File: config.mk
export PLATFORM = sky130hd
export DESIGN_NAME = lsu_ram_ctrl
export DESIGN_NICKNAME = d
export VERILOG_FILES = /design/src/rtl/lsu_ram_ctrl.sv
export SDC_FILE = /design/constraint.sdc
export NUM_CORES = 1
export LEC_CHECK = 0
export ABC_AREA = 1
export CORE_ASPECT_RATIO = 1.4
export CORE_UTILIZATION = 54
export DETAILED_ROUTE_END_ITERATION = 12
export PLACE_DENSITY = 0.92
export SLEW_MARGIN = 40
export SYNTH_ARGS = -nofsm -noshare
export SYNTH_HDL_FRONTEND = slang
export SYNTH_SLANG_ARGS = --single-unit
File: constraint.sdc
create_clock -name clk -period 3.44 [get_ports clk]
set_input_delay 0.86 -clock clk [delete_from_list [all_inputs] [get_ports clk]]
set_output_delay 0.86 -clock clk [all_outputs]
set_load 0.005 [all_outputs]
File: src/rtl/lsu_ram_ctrl.sv
// Load/store unit front-end for a single-port synchronous RAM with RD_LAT read latency.
// Handles RV32I byte/half/word loads and stores; sub-word stores use read-modify-write.
module lsu_ram_ctrl #(
  parameter int RD_LAT = 2
) (
  input  logic        clk,
  input  logic        rst,
  input  logic        req_valid,
  output logic        req_ready,
  input  logic        req_we,
  input  logic [2:0]  req_funct3,
  input  logic [12:0] req_addr,
  input  logic [31:0] req_wdata,
  output logic        rsp_valid,
  output logic [31:0] rsp_rdata,
  output logic        rsp_err,
  output logic [10:0] ram_address,
  output logic [31:0] ram_data,
  output logic        ram_wren,
  input  logic [31:0] ram_q
);

  typedef enum logic [2:0] {IDLE, READ, MERGE, WRITE, RESP} state_t;

  state_t      state_reg, state_next;
  logic [2:0]  cnt_reg;
  logic        we_reg;
  logic [2:0]  funct3_reg;
  logic [1:0]  lane_reg;
  logic [15:0] wdata_reg;

  logic        ram_wren_reg, ram_wren_next;
  logic [10:0] ram_address_reg, ram_address_next;
  logic [31:0] ram_data_reg, ram_data_next;
  logic        rsp_valid_reg, rsp_valid_next;
  logic        rsp_err_reg, rsp_err_next;
  logic [31:0] rsp_rdata_reg, rsp_rdata_next;

  logic accept;
  logic req_bad;
  logic req_is_sw;

  function automatic logic is_bad(input logic we, input logic [2:0] f3, input logic [1:0] a);
    logic bad;
    case (f3)
      3'b000:         bad = 1'b0;
      3'b001, 3'b101: bad = a[0];
      3'b010:         bad = (a != 2'b00);
      3'b100:         bad = 1'b0;
      default:        bad = 1'b1;
    endcase
    // Unsigned widths only make sense for loads.
    if (we && f3[2]) bad = 1'b1;
    return bad;
  endfunction

  function automatic logic [31:0] extend(input logic [31:0] q, input logic [2:0] f3, input logic [1:0] lane);
    logic [7:0]  b;
    logic [15:0] h;
    logic [31:0] r;
    b = q[{lane, 3'b000} +: 8];
    h = lane[1] ? q[31:16] : q[15:0];
    case (f3[1:0])
      2'b00:   r = {{24{b[7] & ~f3[2]}}, b};
      2'b01:   r = {{16{h[15] & ~f3[2]}}, h};
      default: r = q;
    endcase
    return r;
  endfunction

  function automatic logic [31:0] merge(input logic [31:0] q, input logic [2:0] f3, input logic [1:0] lane,
                                        input logic [15:0] wd);
    logic [31:0] r;
    r = q;
    if (f3[0]) begin
      if (lane[1]) r[31:16] = wd;
      else         r[15:0]  = wd;
    end else begin
      r[{lane, 3'b000} +: 8] = wd[7:0];
    end
    return r;
  endfunction

  assign accept    = req_valid && (state_reg == IDLE);
  assign req_bad   = is_bad(req_we, req_funct3, req_addr[1:0]);
  assign req_is_sw = req_we && (req_funct3 == 3'b010);

  always_ff @(posedge clk or negedge rst) begin
    if (!rst) begin
      state_reg <= IDLE;
    end else begin
      state_reg <= state_next;
    end
  end

  always_comb begin
    state_next = state_reg;
    case (state_reg)
      IDLE: begin
        if (accept) begin
          if (req_bad)        state_next = RESP;
          else if (req_is_sw) state_next = WRITE;
          else                state_next = READ;
        end
      end
      // Sub-word stores leave one cycle early so MERGE sees the first valid ram_q.
      READ: begin
        if (we_reg && cnt_reg == 3'(RD_LAT - 1))       state_next = MERGE;
        else if (!we_reg && cnt_reg == 3'(RD_LAT))     state_next = RESP;
      end
      MERGE:   state_next = WRITE;
      WRITE:   state_next = RESP;
      RESP:    state_next = IDLE;
      default: state_next = IDLE;
    endcase
  end

  always_comb begin
    ram_address_next = ram_address_reg;
    ram_data_next    = ram_data_reg;
    ram_wren_next    = 1'b0;
    rsp_valid_next   = 1'b0;
    rsp_err_next     = 1'b0;
    rsp_rdata_next   = rsp_rdata_reg;
    case (state_reg)
      IDLE: begin
        if (accept) begin
          ram_address_next = req_addr[12:2];
          if (req_bad) begin
            rsp_valid_next = 1'b1;
            rsp_err_next   = 1'b1;
          end else if (req_is_sw) begin
            ram_wren_next = 1'b1;
            ram_data_next = req_wdata;
          end
        end
      end
      READ: begin
        if (!we_reg && cnt_reg == 3'(RD_LAT)) begin
          rsp_valid_next = 1'b1;
          rsp_rdata_next = extend(ram_q, funct3_reg, lane_reg);
        end
      end
      MERGE: begin
        ram_wren_next = 1'b1;
        ram_data_next = merge(ram_q, funct3_reg, lane_reg, wdata_reg);
      end
      WRITE:   rsp_valid_next = 1'b1;
      default: ;
    endcase
  end

  always_ff @(posedge clk or negedge rst) begin
    if (!rst) begin
      ram_wren_reg    <= 1'b0;
      ram_address_reg <= '0;
      ram_data_reg    <= '0;
      rsp_valid_reg   <= 1'b0;
      rsp_err_reg     <= 1'b0;
      rsp_rdata_reg   <= '0;
      cnt_reg         <= '0;
      we_reg          <= 1'b0;
      funct3_reg      <= '0;
      lane_reg        <= '0;
      wdata_reg       <= '0;
    end else begin
      ram_wren_reg    <= ram_wren_next;
      ram_address_reg <= ram_address_next;
      ram_data_reg    <= ram_data_next;
      rsp_valid_reg   <= rsp_valid_next;
      rsp_err_reg     <= rsp_err_next;
      rsp_rdata_reg   <= rsp_rdata_next;
      if (accept) begin
        cnt_reg    <= '0;
        we_reg     <= req_we;
        funct3_reg <= req_funct3;
        lane_reg   <= req_addr[1:0];
        wdata_reg  <= req_wdata[15:0];
      end else if (state_reg == READ) begin
        cnt_reg <= cnt_reg + 3'd1;
      end
    end
  end

  assign req_ready   = (state_reg == IDLE);
  assign ram_wren    = ram_wren_reg;
  assign ram_address = ram_address_reg;
  assign ram_data    = ram_data_reg;
  assign rsp_valid   = rsp_valid_reg;
  assign rsp_err     = rsp_err_reg;
  assign rsp_rdata   = rsp_rdata_reg;

endmodule

=== After elaboration in Yosys (flattened, before gate mapping) ===
Cells that the tools add are included.
Widths: inputs -> output; s select.

* Flip-flop bits (word level): 106
* Input bits: 84
* Output and inout bits: 79

* $add $sub $neg: 2
* Eq/ne operators: 14
* Shift-type cells: 3
* Mux-type cells: 29
* Bitwise operators: 3
* Reductions and logical operators: 18

{| class="wikitable"
|+ Operator list
! operator !! count
|-
| $mux 32 || 4
|-
| $pmux 32 s2 || 2
|-
| $mux 16 || 3
|-
| $bwmux 32 || 1
|-
| $shift 8x7->32 const A || 1
|-
| $shiftx 32x6->8 || 1
|-
| $shiftx 8x7->32 || 1
|-
| $mux 3 || 6
|-
| $eq 3x2->1 const B || 4
|-
| $pmux 3 s4 || 1
|-
| $eq 3x1->1 const B || 3
|-
| $mux 1 || 8
|-
| $neg 5->7 || 1
|-
| $eq 3x3->1 const B || 2
|-
| $logic_not 3->1 || 2
|-
| $pmux 1 s3 || 2
|-
| $reduce_and 2->1 || 3
|-
| $reduce_bool 2->1 || 3
|-
| $logic_and 1x1->1 || 5
|-
| $ne 2x1->1 const B || 2
|-
| $reduce_and 4->1 || 1
|-
| $reduce_or 2->1 || 2
|-
| $add 3x1->3 const B || 1
|-
| $ne 3x3->1 const B || 1
|-
| 8 further kinds || 9
|}

=== Depth between registers and ports, before layout ===
* Word-level depth: 7
* Gate-level depth with buffers: 13

=== Worst setup path before layout ===
No wires, ideal clock.

* Path kind: flip-flop to flip-flop
* Start point: register lane_reg[1]
* End point: register ram_data_reg[4] (netlist: ram_data[4])
* Setup time: 0.066 ns
* Data arrival time: 1.914 ns
* Data required time: 3.374 ns
* Slack: 1.460 ns
* Cell stages (with the launch flop): 12
* Buffers on the path: 2
* Clock period less this slack: 1.980 ns
* Path through: dfrtp_1 -> inv_1 -> buf_2 -> buf_2 -> ha_1 -> nor2_1 -> nand3_1 -> nand2_1 -> nand2_1 -> a21oi_1 -> nand2_1 -> nand2_1

* Longest elaborated chain between the ends: 5
* Elaborated cells on any way between the ends: 7
* Classes of those cells: 1 x add/sub; 2 x shift; 4 x mux

{| class="wikitable"
|+ Ends and longest elaborated chain
! what !! RTL line !! RTL
|-
| start, declared || 29 || <nowiki>logic [1:0] lane_reg;</nowiki>
|-
| start signal, assigned || 177 || <nowiki>lane_reg <= req_addr[1:0];</nowiki>
|-
| $neg 5->7 || 79 || <nowiki>r[{lane, 3'b000} +: 8] = wd[7:0];</nowiki>
|-
| $shiftx 8x7->32 or $shift 8x7->32 (tied branches) || 79 ||
|-
| $bwmux 32 || 79 ||
|-
| $mux 32 (*) || 75 || <nowiki>if (f3[0]) begin</nowiki>
|-
| $pmux 32 s2 (*) || 125 || <nowiki>case (state_reg)</nowiki>
|-
| end signal, assigned || 169 || <nowiki>ram_data_reg <= ram_data_next;</nowiki>
|-
| end, declared || 34 || <nowiki>logic [31:0] ram_data_reg, ram_data_next;</nowiki>
|}

Mark *: on every way between the ends. The rest lies on a longest branch, timed or not.
A chain may end at the register's enable or synchronous reset.

=== Worst setup path in the final report ===
* Start point: register state_reg[0]
* End point: output port req_ready

* Longest elaborated chain between the ends: 1

{| class="wikitable"
|+ Ends and longest elaborated chain
! what !! RTL line !! RTL
|-
| start, declared || 25 || <nowiki>state_t state_reg, state_next;</nowiki>
|-
| start signal, assigned || 92 || <nowiki>state_reg <= state_next;</nowiki>
|-
| $logic_not 3->1 || 185 || <nowiki>assign req_ready = (state_reg == IDLE);</nowiki>
|-
| end, declared || 9 || <nowiki>output logic req_ready,</nowiki>
|}

No other way between the ends.

==> metrics.txt <==
# TYPE chip_impl_metric gauge
chip_impl_metric{name="number_of_instances_on_the_worst_hold_path",unit=""} 2
chip_impl_info{name="hold_path.startpoint",value="ram_address[0]"} 1
chip_impl_metric{name="worst_slew_margin_rel",unit="%"} 49.3
chip_impl_metric{name="grt_first_pass_wirelength",unit="µm"} 32400
chip_impl_metric{name="layout-drive-gt1-share",unit="%"} 3.89
chip_impl_metric{name="grt_max_degree",unit=""} 66
chip_impl_metric{name="row_count",unit=""} 46
chip_impl_info{name="status",value="finished, final reports clean"} 1
chip_impl_metric{name="synthCells",unit=""} 947
chip_impl_metric{name="p_int",unit="mW"} 3.97
chip_impl_metric{name="placement.io_buffers",unit=""} 162
chip_impl_info{name="cpMaxStageDelayCell",value="clkdlybuf4s50_1"} 1
chip_impl_metric{name="grt.met1_usage",unit="%"} 41.6
chip_impl_metric{name="timing_hold_violations_final",unit=""} 0
chip_impl_metric{name="slew_violations",unit=""} 0
chip_impl_metric{name="power_switching_share",unit="%"} 42.2
chip_impl_info{name="cts_tree",value="built"} 1
chip_impl_metric{name="p_sw",unit="mW"} 2.90
chip_impl_metric{name="first_pass_iters",unit=""} 6
chip_impl_info{name="critical_path_class",value="flop to output port"} 1
chip_impl_metric{name="reg2regPathDepth",unit=""} 10
chip_impl_metric{name="antenna_cells_inserted",unit=""} 0
chip_impl_metric{name="timing_worst_slew_pin_value",unit="ns"} 0.761
chip_impl_metric{name="post-route-min-period",unit="ns"} 2.64
chip_impl_metric{name="crit_fanout",unit=""} 4
chip_impl_info{name="worstSetupStartpointType",value="flop"} 1
chip_impl_metric{name="report.final.setup_viol",unit=""} 0
chip_impl_metric{name="timing.setup.tns",unit="ns"} 0
chip_impl_metric{name="antenna_found_initial",unit=""} 0
chip_impl_metric{name="post_synth.cell_area_avg",unit="µm²"} 6.68
chip_impl_metric{name="vias_in_the_first_global_route",unit=""} 6489
chip_impl_metric{name="post_cts_resized",unit=""} 0
chip_impl_metric{name="post_cts_buffers",unit=""} 0
chip_impl_metric{name="crit_arrival",unit="ns"} 1.78
chip_impl_info{name="synth-main-ff-cell",value="dfrtp_1"} 1
chip_impl_metric{name="clock_sinks",unit=""} 106
chip_impl_metric{name="cts-buffers-inserted",unit=""} 9
chip_impl_metric{name="synth.lib_cells_used.distinct",unit=""} 28
chip_impl_metric{name="crit_path_max_incr_delay",unit="ns"} 0.54
chip_impl_metric{name="power.static_leakage",unit="nW"} 4.06
chip_impl_metric{name="clk_latency",unit="ns"} 0.35
chip_impl_metric{name="synth-async-reset-ratio",unit="%"} 100
chip_impl_metric{name="drc",unit=""} 0
chip_impl_metric{name="place.detailed.instances",unit=""} 1208
chip_impl_metric{name="synth_area",unit="µm²"} 6320
chip_impl_metric{name="die_w",unit="µm"} 93.5
chip_impl_metric{name="die_h",unit="µm"} 130
chip_impl_metric{name="fin_skew",unit="ns"} 0.00524
chip_impl_metric{name="globalRoute.totalOverflow",unit=""} 0
chip_impl_metric{name="power.share.combinational",unit="%"} 51.1
chip_impl_metric{name="clk_pin_slew_worst_paths",unit="ns"} 0.07
chip_impl_metric{name="power_per_standard_cell_area",unit="nW/µm²"} 834
chip_impl_metric{name="fp.coreArea",unit="µm²"} 11300
chip_impl_metric{name="fraction_of_the_yosys_area_taken_by_sequential_cells",unit="%"} 41.9
chip_impl_info{name="cts_root_buf",value="clkbuf_16"} 1
chip_impl_info{name="grt_setup_unrepaired",value="false"} 1
chip_impl_metric{name="final_nets",unit=""} 1167
chip_impl_metric{name="peak_clock_frequency_supported_by_timing",unit="GHz"} 0.379
chip_impl_info{name="endpoint_kind",value="output port"} 1
chip_impl_metric{name="seq_power_share",unit="%"} 33.6
chip_impl_metric{name="use_met3",unit="%"} 5.54
chip_impl_info{name="hold-path-endpoint",value="ram_address[0]"} 1
chip_impl_metric{name="layout_worst_path_cycle_share",unit="%"} 76.8
chip_impl_metric{name="clockBufferDepth",unit=""} 2
chip_impl_metric{name="initialDrtViolationCount",unit=""} 933
chip_impl_metric{name="ctsHoldBuffers",unit=""} 0
chip_impl_metric{name="grt_util_met2",unit="%"} 56.5
chip_impl_metric{name="synth-edff-count",unit=""} 0
chip_impl_metric{name="mappedNetlistNets",unit=""} 1039
chip_impl_metric{name="max_cap_violations",unit=""} 0
chip_impl_info{name="reg2reg_to",value="ram_data[25]"} 1
chip_impl_info{name="critical_path.cell_chain",value="nor2_2 -> inv_1 -> nor2_2 -> clkdlybuf4s50_1"} 1
chip_impl_metric{name="finalInstanceArea",unit="µm²"} 8240
chip_impl_metric{name="postSynthRegisterBits",unit=""} 106
chip_impl_metric{name="ioPinCount",unit=""} 163
chip_impl_metric{name="start_util",unit="%"} 55.8
chip_impl_metric{name="irDropWorstVdd",unit="mV"} 0.560
chip_impl_info{name="critical_path.most_common_cell",value="nor2_2"} 1
chip_impl_metric{name="place.gp.congestion",unit=""} 0.948
chip_impl_metric{name="wl_per_cell",unit="µm"} 16.6
chip_impl_metric{name="route.vias.total",unit=""} 6973
chip_impl_info{name="holdCritPathClass",value="flop to flop"} 1
chip_impl_metric{name="crit_required",unit="ns"} 2.58
chip_impl_metric{name="final-instance-count-excl-fill",unit=""} 1224
chip_impl_metric{name="pwr-share-clk",unit="%"} 15.3
chip_impl_metric{name="r2r_slack",unit="ns"} 0.96
chip_impl_metric{name="dpl_cell_area",unit="µm²"} 7950
chip_impl_metric{name="yosys_warnings",unit=""} 0
chip_impl_metric{name="vias_per_cell",unit=""} 5.70
chip_impl_metric{name="groute.usage.overall",unit="%"} 34.5
chip_impl_metric{name="detail-route-antenna-nets",unit=""} 0
chip_impl_metric{name="cts_max_level",unit=""} 3
chip_impl_metric{name="die_area",unit="µm²"} 12200
chip_impl_info{name="rr_startpoint",value="lane_reg[1]"} 1
chip_impl_metric{name="wl",unit="µm"} 20300
chip_impl_metric{name="syn2layout_area_growth",unit="%"} 30.4
chip_impl_metric{name="dp.final_hpwl",unit="µm"} 14100
chip_impl_info{name="global_route.peak_usage_layer",value="met2"} 1
## worst max-delay path, delay by kind of cell (launching register included)
family	cells	cell delay [ns]
buf+inv	2	0.63
flops	1	0.43
simple gates	2	0.37
## metrics by stage
stage	util (%)	hold WS [ns]	power (mW)	worst slack (ns)
floorplan	-	0.471	4.26	1.46
global placement	70.1	0.465	5.67	0.849
detailed placement	70.1	0.469	5.77	0.762
CTS	72.7	0.491	6.84	0.816
global route	72.7	0.506	7.39	0.752
finish	72.7	0.487	6.87	0.798
## worst max-delay path by stage
stage	from	end	slack [ns]
after floorplan	lane_reg[1]	ram_data[4]	1.46
after global placement	req_funct3[2]	ram_data[20]	0.85
after detailed placement	req_funct3[2]	ram_data[21]	0.76
after CTS	state_reg[0]	req_ready	0.82
after global routing	state_reg[0]	req_ready	0.75
final	state_reg[0]	req_ready	0.80
## power by group through the flow
stage / Sequential (mW) / Combinational [mW] / Clock [mW]
5_1_grt: 2.37 / 3.92 / 1.10
3_5_place_dp: 2.30 / 3.46 / 0
2_1_floorplan: 2.22 / 2.04 / 0
6_report: 2.31 / 3.51 / 1.05
4_1_cts: 2.30 / 3.49 / 1.05
3_3_place_gp: 2.30 / 3.37 / 0
## synthesized netlist by cell type, drive strengths merged (2+ instances only)
master / number / area, µm²
nand3: 87 / 440
nor2: 63 / 256
inv: 35 / 131
nor3: 2 / 26.3
nand2: 438 / 1660
a21oi: 111 / 556
buf: 36 / 193
ha: 8 / 100
clkbuf: 18 / 67.6
o21ai: 36 / 180
dfrtp: 106 / 2650
## logic make-up (layout without fill, tap and decap cells)
group | Yosys count | in the layout | share of synthesized area, %
AND/OR/NAND/NOR | 594 | 594 | 38.3
AO/OA/AOI/OAI | 149 | 149 | 11.9
flip-flops | 106 | 106 | 41.9
buffers and inverters | 90 | 223 | 6.25
adder cells (fa/ha/maj) | 8 | 8 | 1.58
## cells in the final DEF (no fill, tap or decap)
cell / Yosys / final
or2_2: 1 / 1
nor2_2: 2 / 2
buf_4: 3 / 9
nand2_4: 1 / 1
inv_2: 3 / 4
buf_12: 0 / 1
nor3_2: 1 / 1
clkinv_2: 0 / 1
clkinvlp_4: 0 / 1
clkbuf_16: 0 / 9
nand2_1: 435 / 434
nand3_1: 86 / 86
clkbuf_8: 0 / 1
ha_1: 8 / 8
a31oi_1: 1 / 1
and2_1: 1 / 1
nand4_2: 1 / 1
clkinv_4: 0 / 1
o21ai_0: 36 / 36
nor2_1: 59 / 59
nand3_2: 1 / 1
inv_1: 32 / 31
dfrtp_1: 106 / 106
nor2_4: 2 / 2
clkbuf_1: 18 / 2
clkdlybuf4s50_1: 0 / 161
bufinv_16: 0 / 1
clkinv_1: 1 / 1
a21oi_1: 111 / 111
nor3_4: 1 / 1
o22a_1: 1 / 1
nand3b_4: 1 / 1
nand2_2: 2 / 3
## final cells by class
class                           instances  area (µm²)
Tap cell                              144         180
Sequential cell                       106        2650
Multi-Input combinational cell        751        3280
Clock inverter                          4        51.3
Fill cell                             882        3100
Inverter                               36         135
Timing Repair Buffer                  171        1700
Clock buffer                           12         246
## routing by layer
metal / share of wire, % / up-vias
met5: 0 / -
met3: 8.2 / 97
met4: 6.9 / 0
met2: 48 / 429
met1: 37 / 3162
li1: - / 3285
Power figures use the tool's default switching activity.
